### src/rtl/lal_pkg.sv
// Shared widths, FSM state encoding and score/position record for the
// local-alignment datapath (max_of_n, global_max_tracker).
package lal_pkg;

  localparam int unsigned SCORE_BITS_WIDTH = 8;
  localparam int unsigned ROW_BITS_WIDTH   = 5;
  localparam int unsigned COL_BITS_WIDTH   = 5;
  localparam int unsigned BEAT_BITS_WIDTH  = 10;

  typedef enum logic [1:0] {
    GMT_IDLE  = 2'd0,
    GMT_TRACK = 2'd1,
    GMT_DONE  = 2'd2
  } gmt_state_e;

  typedef struct packed {
    logic [SCORE_BITS_WIDTH-1:0] score;
    logic [ROW_BITS_WIDTH-1:0]   row;
    logic [COL_BITS_WIDTH-1:0]   col;
  } score_pos_t;

endpackage

### src/rtl/score_pos_cmp.sv
// Load-enable for a running maximum: the first candidate always wins, later
// candidates only on a strictly greater unsigned score (ties keep the earlier).
module score_pos_cmp #(
  parameter int unsigned SCORE_BITS_WIDTH = lal_pkg::SCORE_BITS_WIDTH
) (
  input  logic                        i_seen,
  input  logic [SCORE_BITS_WIDTH-1:0] i_cur_score,
  input  logic [SCORE_BITS_WIDTH-1:0] i_cand_score,
  output logic                        o_load
);

  always_comb begin
    o_load = !i_seen || (i_cand_score > i_cur_score);
  end

endmodule

### src/rtl/global_max_tracker.sv
// Running global maximum (score, row, col) over all anti-diagonal beats of one
// alignment. Optional beat counter under `GLOBAL_MAX_TRACKER_BEAT_COUNT_EN.
module global_max_tracker #(
  parameter int unsigned SCORE_BITS_WIDTH = lal_pkg::SCORE_BITS_WIDTH,
  parameter int unsigned ROW_BITS_WIDTH   = lal_pkg::ROW_BITS_WIDTH,
  parameter int unsigned COL_BITS_WIDTH   = lal_pkg::COL_BITS_WIDTH,
  parameter int unsigned BEAT_BITS_WIDTH  = lal_pkg::BEAT_BITS_WIDTH
) (
  input  logic                        clk,
  input  logic                        rst,
  input  logic                        start,
  input  logic                        in_valid,
  input  logic                        in_last,
  input  logic [SCORE_BITS_WIDTH-1:0] in_score,
  input  logic [ROW_BITS_WIDTH-1:0]   in_row,
  input  logic [COL_BITS_WIDTH-1:0]   in_col,
  output logic                        in_ready,
  output logic                        busy,
  output logic                        done,
  output logic [SCORE_BITS_WIDTH-1:0] max_score,
  output logic [ROW_BITS_WIDTH-1:0]   max_row,
  output logic [COL_BITS_WIDTH-1:0]   max_col
`ifdef GLOBAL_MAX_TRACKER_BEAT_COUNT_EN
  ,
  output logic [BEAT_BITS_WIDTH-1:0]  beat_cnt,
  output logic                        beat_ovf
`endif
);

  import lal_pkg::*;

  gmt_state_e                  r_state;
  logic                        r_seen;
  logic                        r_busy;
  logic                        r_done;
  logic                        r_in_ready;
  logic [SCORE_BITS_WIDTH-1:0] r_max_score;
  logic [ROW_BITS_WIDTH-1:0]   r_max_row;
  logic [COL_BITS_WIDTH-1:0]   r_max_col;
  logic                        w_load;
  logic                        w_accept;

`ifdef GLOBAL_MAX_TRACKER_BEAT_COUNT_EN
  logic [BEAT_BITS_WIDTH-1:0]  r_beat_cnt;
  logic                        r_beat_ovf;
`endif

  score_pos_cmp #(
    .SCORE_BITS_WIDTH (SCORE_BITS_WIDTH)
  ) u_cmp (
    .i_seen       (r_seen),
    .i_cur_score  (r_max_score),
    .i_cand_score (in_score),
    .o_load       (w_load)
  );

  always_comb begin
    w_accept = (r_state == GMT_TRACK) && in_valid;
  end

  always_ff @(posedge clk) begin
    if (rst) begin
      r_state     <= GMT_IDLE;
      r_seen      <= 1'b0;
      r_busy      <= 1'b0;
      r_done      <= 1'b0;
      r_in_ready  <= 1'b0;
      r_max_score <= '0;
      r_max_row   <= '0;
      r_max_col   <= '0;
`ifdef GLOBAL_MAX_TRACKER_BEAT_COUNT_EN
      r_beat_cnt  <= '0;
      r_beat_ovf  <= 1'b0;
`endif
    end else if (start) begin
      // start outranks any beat presented in the same cycle
      r_state     <= GMT_TRACK;
      r_seen      <= 1'b0;
      r_busy      <= 1'b1;
      r_done      <= 1'b0;
      r_in_ready  <= 1'b1;
      r_max_score <= '0;
      r_max_row   <= '0;
      r_max_col   <= '0;
`ifdef GLOBAL_MAX_TRACKER_BEAT_COUNT_EN
      r_beat_cnt  <= '0;
      r_beat_ovf  <= 1'b0;
`endif
    end else if (w_accept) begin
      r_seen <= 1'b1;
      if (w_load) begin
        r_max_score <= in_score;
        r_max_row   <= in_row;
        r_max_col   <= in_col;
      end
`ifdef GLOBAL_MAX_TRACKER_BEAT_COUNT_EN
      if (r_beat_cnt == '1) begin
        r_beat_ovf <= 1'b1;
      end else begin
        r_beat_cnt <= r_beat_cnt + 1'b1;
      end
`endif
      if (in_last) begin
        r_state    <= GMT_DONE;
        r_busy     <= 1'b0;
        r_done     <= 1'b1;
        r_in_ready <= 1'b0;
      end
    end
  end

  assign in_ready  = r_in_ready;
  assign busy      = r_busy;
  assign done      = r_done;
  assign max_score = r_max_score;
  assign max_row   = r_max_row;
  assign max_col   = r_max_col;

`ifdef GLOBAL_MAX_TRACKER_BEAT_COUNT_EN
  assign beat_cnt  = r_beat_cnt;
  assign beat_ovf  = r_beat_ovf;
`endif

endmodule

### config.mk
export PLATFORM = sky130hd
export DESIGN_NAME = global_max_tracker
export DESIGN_NICKNAME = d
export VERILOG_FILES = /design/src/rtl/lal_pkg.sv /design/src/rtl/score_pos_cmp.sv /design/src/rtl/global_max_tracker.sv
export SDC_FILE = /design/constraint.sdc
export NUM_CORES = 1
export LEC_CHECK = 0
export BUFFER_PORTS_ARGS = -buffer_cell sky130_fd_sc_hd__buf_2
export CORE_MARGIN = 2
export CORE_UTILIZATION = 42
export CTS_BUF_LIST = sky130_fd_sc_hd__clkbuf_4
export DETAILED_ROUTE_END_ITERATION = 12
export GPL_ROUTABILITY_DRIVEN = 0
export GPL_TIMING_DRIVEN = 0
export PLACE_DENSITY = 0.69
export RECOVER_POWER = 100
export SYNTH_ARGS = -nofsm -noshare
export SYNTH_HDL_FRONTEND = slang
export SYNTH_SLANG_ARGS = --single-unit
### constraint.sdc
create_clock -name clk -period 2.3 [get_ports clk]
set_input_delay 0.46 -clock clk [delete_from_list [all_inputs] [get_ports clk]]
set_output_delay 0.46 -clock clk [all_outputs]
set_load 0.02 [all_outputs]
* Word-level counts from Yosys, hierarchy flattened
Index checks and enable logic that the tools add are counted.
** Word-level totals
- Output and inout port bits :: 21
- Logic and storage cells :: 24
- Flip-flop bits (word level) :: 22
- Input bits :: 23
** Operators by class
- Reduce and logical (&&, ||, !) cells :: 9
- Multiplexer cells :: 6
- Magnitude comparators :: 1
- Equality and inequality tests :: 1
** Operator list (number)
- 8-bit greater-than comparator :: 1
- 1-bit 2-to-1 mux :: 6
- 2-bit AND reduction :: 3
- 2-bit nonzero test :: 2
- 2-bit by 1-bit == test with 1-bit output, second input constant :: 1
- 2-bit OR reduction :: 1
- 1-bit logical AND :: 1
- 1-bit logical NOT :: 1
- 1-bit logical OR :: 1

* Longest topological paths before layout
- Word-level depth :: 4
- Mapped depth :: 9
- Depth with buffers taken out :: 7

* Modules after synthesis
From an unflattened synthesis, not the netlist that was laid out.
** Unflattened totals
- Cell total of the unflattened synthesis :: 124
- Area, all modules :: 1265.0 um^2
** Modules (own cells, without submodules)
- global_max_tracker :: times used 1, cells an instance 95, area an instance 1059.8 um^2, seq. area each 420.4 um^2
- score_pos_cmp :: times used 1, cells an instance 29, area an instance 205.2 um^2, seq. area each 0.0 um^2

* Worst setup path before layout
OpenSTA, ideal clock, no wires.
- Path kind :: register -> register
- From :: register r_max_score[3] (netlist: max_score[3])
- To :: register r_max_col[0] (netlist: max_col[0])
- Arrival time :: 1.876 ns
- Clock period less this slack :: 1.948 ns
- Library setup time :: 0.072 ns
- Path slack :: 0.352 ns
- Required time :: 2.228 ns
- Stages on the path, launching flop included :: 10
- Path buffers :: 2
- Cell sequence :: dfxtp_1 inv_1 ha_1 nand2_1 o21bai_1 a211o_1 a21oi_2 buf_6 buf_12 mux2i_1
** Between the ends
- Word-level cells in the longest chain between the ends :: 3
** RTL lines
- start: declaration :: line global_max_tracker.sv:37 : logic [SCORE_BITS_WIDTH-1:0] r_max_score;
- start signal: assignment :: line global_max_tracker.sv:92 : r_max_score <= in_score;
- 8-bit greater-than comparator :: line score_pos_cmp.sv:13 : o_load = !i_seen || (i_cand_score > i_cur_score);
- 1-bit logical OR :: line score_pos_cmp.sv:13
- 2-bit AND reduction (no line)
- end signal: assignment :: line global_max_tracker.sv:94 : r_max_col <= in_col;
- end: declaration :: line global_max_tracker.sv:39 : logic [COL_BITS_WIDTH-1:0] r_max_col;
Every way passes these cells.
A chain may end at the register's enable or synchronous reset.

* Worst setup path in the final report
- From :: register r_max_score[3] (netlist: max_score[3])
- To :: register r_max_score[3] (netlist: max_score[3])
** Between the ends
- Word-level cells in the longest chain between the ends :: 3
** RTL lines (line)
- 8-bit greater-than comparator :: score_pos_cmp.sv:13
- 1-bit logical OR :: score_pos_cmp.sv:13
- 2-bit AND reduction (no line)
Every way passes these cells.

==> metrics.log <==
[metrics] run status: completed
[metrics] post-detailed-placement half-perimeter wirelength: around 1700 um
[metrics] LEAKAGE: 0.515 nW
[metrics] startpoint types: flip-flop
[metrics] library cell with the largest summed area after synthesis: dfxtp_1
[metrics] number of routed nets with antenna violations: 0
[metrics] power density over cell area: 517 mW/mm^2
[metrics] net switching power: 0.000174 W
[metrics] post_cts resized: 0
[metrics] remaining max-slew budget at the tightest pin: 0.574
[metrics] RSZ-0062 raised after global routing: false
[metrics] sequential share of power: 0.561
[metrics] Hold Slack: between 0.3 and 0.4 ns
[metrics] maximum resistive drop on vdd: a little under 0.3 mV
[metrics] mean number of vias per cell: 4.78
[metrics] wire per inst: 11.2 um
[metrics] DIE HEIGHT: 53.9 um
[metrics] die extent in x: 53.9 um
[metrics] cells traversed along the worst timing path: inv_1 -> ha_1 -> nand2_1 -> o21bai_1 -> a211o_1 -> a21oi_1 -> buf_6 -> buf_12 -> mux2i_1
[metrics] Max Buffers Root-to-Sink: 2
[metrics] relative contribution of the clock network to total power: 0.282
[metrics] area of all sequential standard cells: 420 um^2
[metrics] leading register cell type out of synthesis: dfxtp_1
[metrics] final setup fails: 0
[metrics] synth unique cells: 26
[metrics] fraction of layout instances using a drive strength above 1: 0.170
[metrics] post-synthesis instance area: between 0.001 and 0.0015 mm^2
[metrics] count of port buffers added during placement: 43
[metrics] Filler Cell Count: 251
[metrics] fraction of the yosys area taken by sequential cells: 0.401
[metrics] H-tree depth: 1
[metrics] number of detailed-route iterations in the first pass: 3
[metrics] CP delay by family, top: compound AO/OA/AOI/OAI gates
[metrics] crit path kind: reg2reg
[metrics] slowest cell delay on critical path: 0.38 ns
[metrics] CTS tree: built
[metrics] GRT Overall Usage: 0.172
[metrics] clk sinks: 21
[metrics] vias in the first global route: 895
[metrics] number of buffers inserted by post-CTS setup repair: 0
[metrics] drc violations: 0
[metrics] Cell Rows: 18
[metrics] die area: 0.00291 mm^2
[metrics] total CTS buffers: 3
[metrics] fin crit period: a little over 2 ns
[metrics] Tightest Hold Check Type: in2reg
[metrics] clock root buffer master: clkbuf_4
[metrics] Max-cap violations: 0
[metrics] combinational fraction of design power: 0.157
[metrics] Mapped Cells: 118
[metrics] final layout net count: 197
[metrics] Synth top area share: 0.401
[metrics] pin count of the biggest net entering global routing: 12
[metrics] Post-synth EDFFs: 0
[metrics] via count: 933
[metrics] commonest cells in the netlist: nand2_1 (37), dfxtp_1 (21), mux2i_1 (18), ha_1 (8), inv_1 (8)
[metrics] final-layout setup total negative slack: 0 ns
[metrics] Data required, critical path: 2.53 ns
[metrics] final worst-path cycle share: 0.885
[metrics] source-to-sink clock delay at the later pin of the worst-skew pair: 0.30 ns
[metrics] count of final max-slew check failures: 0
[metrics] cell with the most instances after synthesis: nand2_1
[metrics] overflow left after global routing: 0
[metrics] number of hold buffers added after CTS: 0
[metrics] Std-Cell Core Area: 0.00241 mm^2
[metrics] largest cells by area after synthesis: dfxtp_1 (40%), mux2i_1 (17%), nand2_1 (13%), ha_1 (9.6%), inv_1 (2.9%)
[metrics] YS warnings: 0
[metrics] cell-internal power: 0.000498 W
[metrics] Worst Max-Slew Pin Slew: 0.637 ns
[metrics] count of inserted antenna diode cells: 0
[metrics] initial standard-cell utilization of the core: 0.435
[metrics] Worst Path Arrival: about 2.3 ns
[metrics] post-synthesis async set-or-reset flop share: 0
[metrics] element type at the critical path end: flip-flop
[metrics] peak fanout along the critical path: 10
[metrics] combined area of the multi-input logic cells: 543 um^2
[metrics] flops & latches, synth: 21
[metrics] number of primary I/O pins: 44
[metrics] Peak Freq: 0.491 GHz
[metrics] relative area change from synthesis to final layout: 24.0%
[metrics] endpoints failing hold: 0
[metrics] number of buffers and inverters on the critical path: 3
[metrics] initial antenna violation count: 0
[metrics] cell type of the slowest stage on the worst timing path: dfxtp_1
[metrics] clock-pin slew on the worst setup and hold paths: 0.11 ns
[metrics] Layout Skew: about 0.0047 ns
[metrics] Net Sw Frac: 0.258
[metrics] Iter 0 DRT Violations: 5
[metrics] post-synthesis net count: around 150
[metrics] WL final: 2180 um
[metrics] Syn Area/Cell: 8.88 um^2
[metrics] first-pass GRT wire length: ~3600 um
-- power by group through the flow --
stage	combinational, W	clock, W	sequential (W)
6_report	0.000106	0.000190	0.000377
5_1_grt	0.000119	0.000215	0.000378
4_1_cts	0.000111	0.000198	0.000376
3_5_place_dp	0.000110	0	0.000385
3_3_place_gp	0.000107	0	0.000384
2_1_floorplan	0.0000592	0	0.000393
-- routing by layer --
| layer | up-vias | global-route usage | wire length (um) | share of wire |
|---|---|---|---|---|
| met3 | 5 | 0.0389 | 142 | 0.065 |
| met1 | 417 | 0.197 | 974 | 0.45 |
| met5 | - | 0 | 0 | 0 |
| met4 | 0 | 0.0641 | 35 | 0.016 |
| met2 | 31 | 0.307 | 1030 | 0.47 |
| li1 | 480 | - | - | - |
-- cell usage in the layout (no fill, tap or decap), drive strengths merged --
cell type / count
nand3: 1
a211o: 1
o21bai: 1
dfxtp: 21
nor3: 1
o31ai: 1
o21a: 1
a211oi: 1
nor2b: 1
inv: 8
nand4: 1
a31oi: 1
mux2i: 18
nand3b: 1
a21oi: 3
nand2b: 1
nor2: 3
buf: 24
nand2: 37
ha: 8
clkbuf: 29
and3b: 1
a21o: 1
-- area by class of cell --
cell class / instances / share of cell area
plain buffers: 6 / 0.0385
clock buffers: 4 / 0.0231
inverters: 8 / 0.0231
multi-input cells: 83 / 0.418
flip-flops and latches: 21 / 0.324
well taps: 30 / 0.0289
repair buffers: 43 / 0.145
-- logic make-up after synthesis --
| kind of cell | synth area share |
|---|---|
| flip-flops | 0.401 |
| adder cells (fa/ha/maj) | 0.0956 |
| AO/OA/AOI/OAI | 0.0681 |
| buffers and inverters | 0.0765 |
| AND/OR/NAND/NOR | 0.186 |
| multiplexers | 0.172 |
-- registers in the layout, summed over array words and instances, names as in the netlist --
signal     cells
max_score      8
max_col        5
max_row        5
done           1
r_seen         1
r_state        1
-- metrics by stage --
step | utilization | total power, W | cell area (um^2) | worst slack (ns) | std cells
after floorplan | - | 0.000452 | 1050 | 0.352 | 118
after global placement | 0.539 | 0.000491 | 1300 | 0.186 | 191
after detailed placement | 0.539 | 0.000494 | 1300 | 0.115 | 191
after CTS | 0.552 | 0.000685 | 1330 | 0.261 | 195
after global routing | 0.539 | 0.000712 | 1300 | 0.113 | 195
final | 0.539 | 0.000672 | 1300 | 0.263 | 195
-- final timing paths --
check / from / end / slack, ns / cells past startpoint
max: max_score[3]$_SDFFE_PP0P_ / max_score[3]$_SDFFE_PP0P_ / 0.26 / 9
max reg2reg: max_score[3]$_SDFFE_PP0P_ / max_score[3]$_SDFFE_PP0P_ / 0.26 / 9
min: rst / r_state[0]$_SDFFE_PP0P_ / 0.33 / 2
min reg2reg: max_row[1]$_SDFFE_PP0P_ / max_row[1]$_SDFFE_PP0P_ / 0.47 / 2
Power figures use the tool's default switching activity.
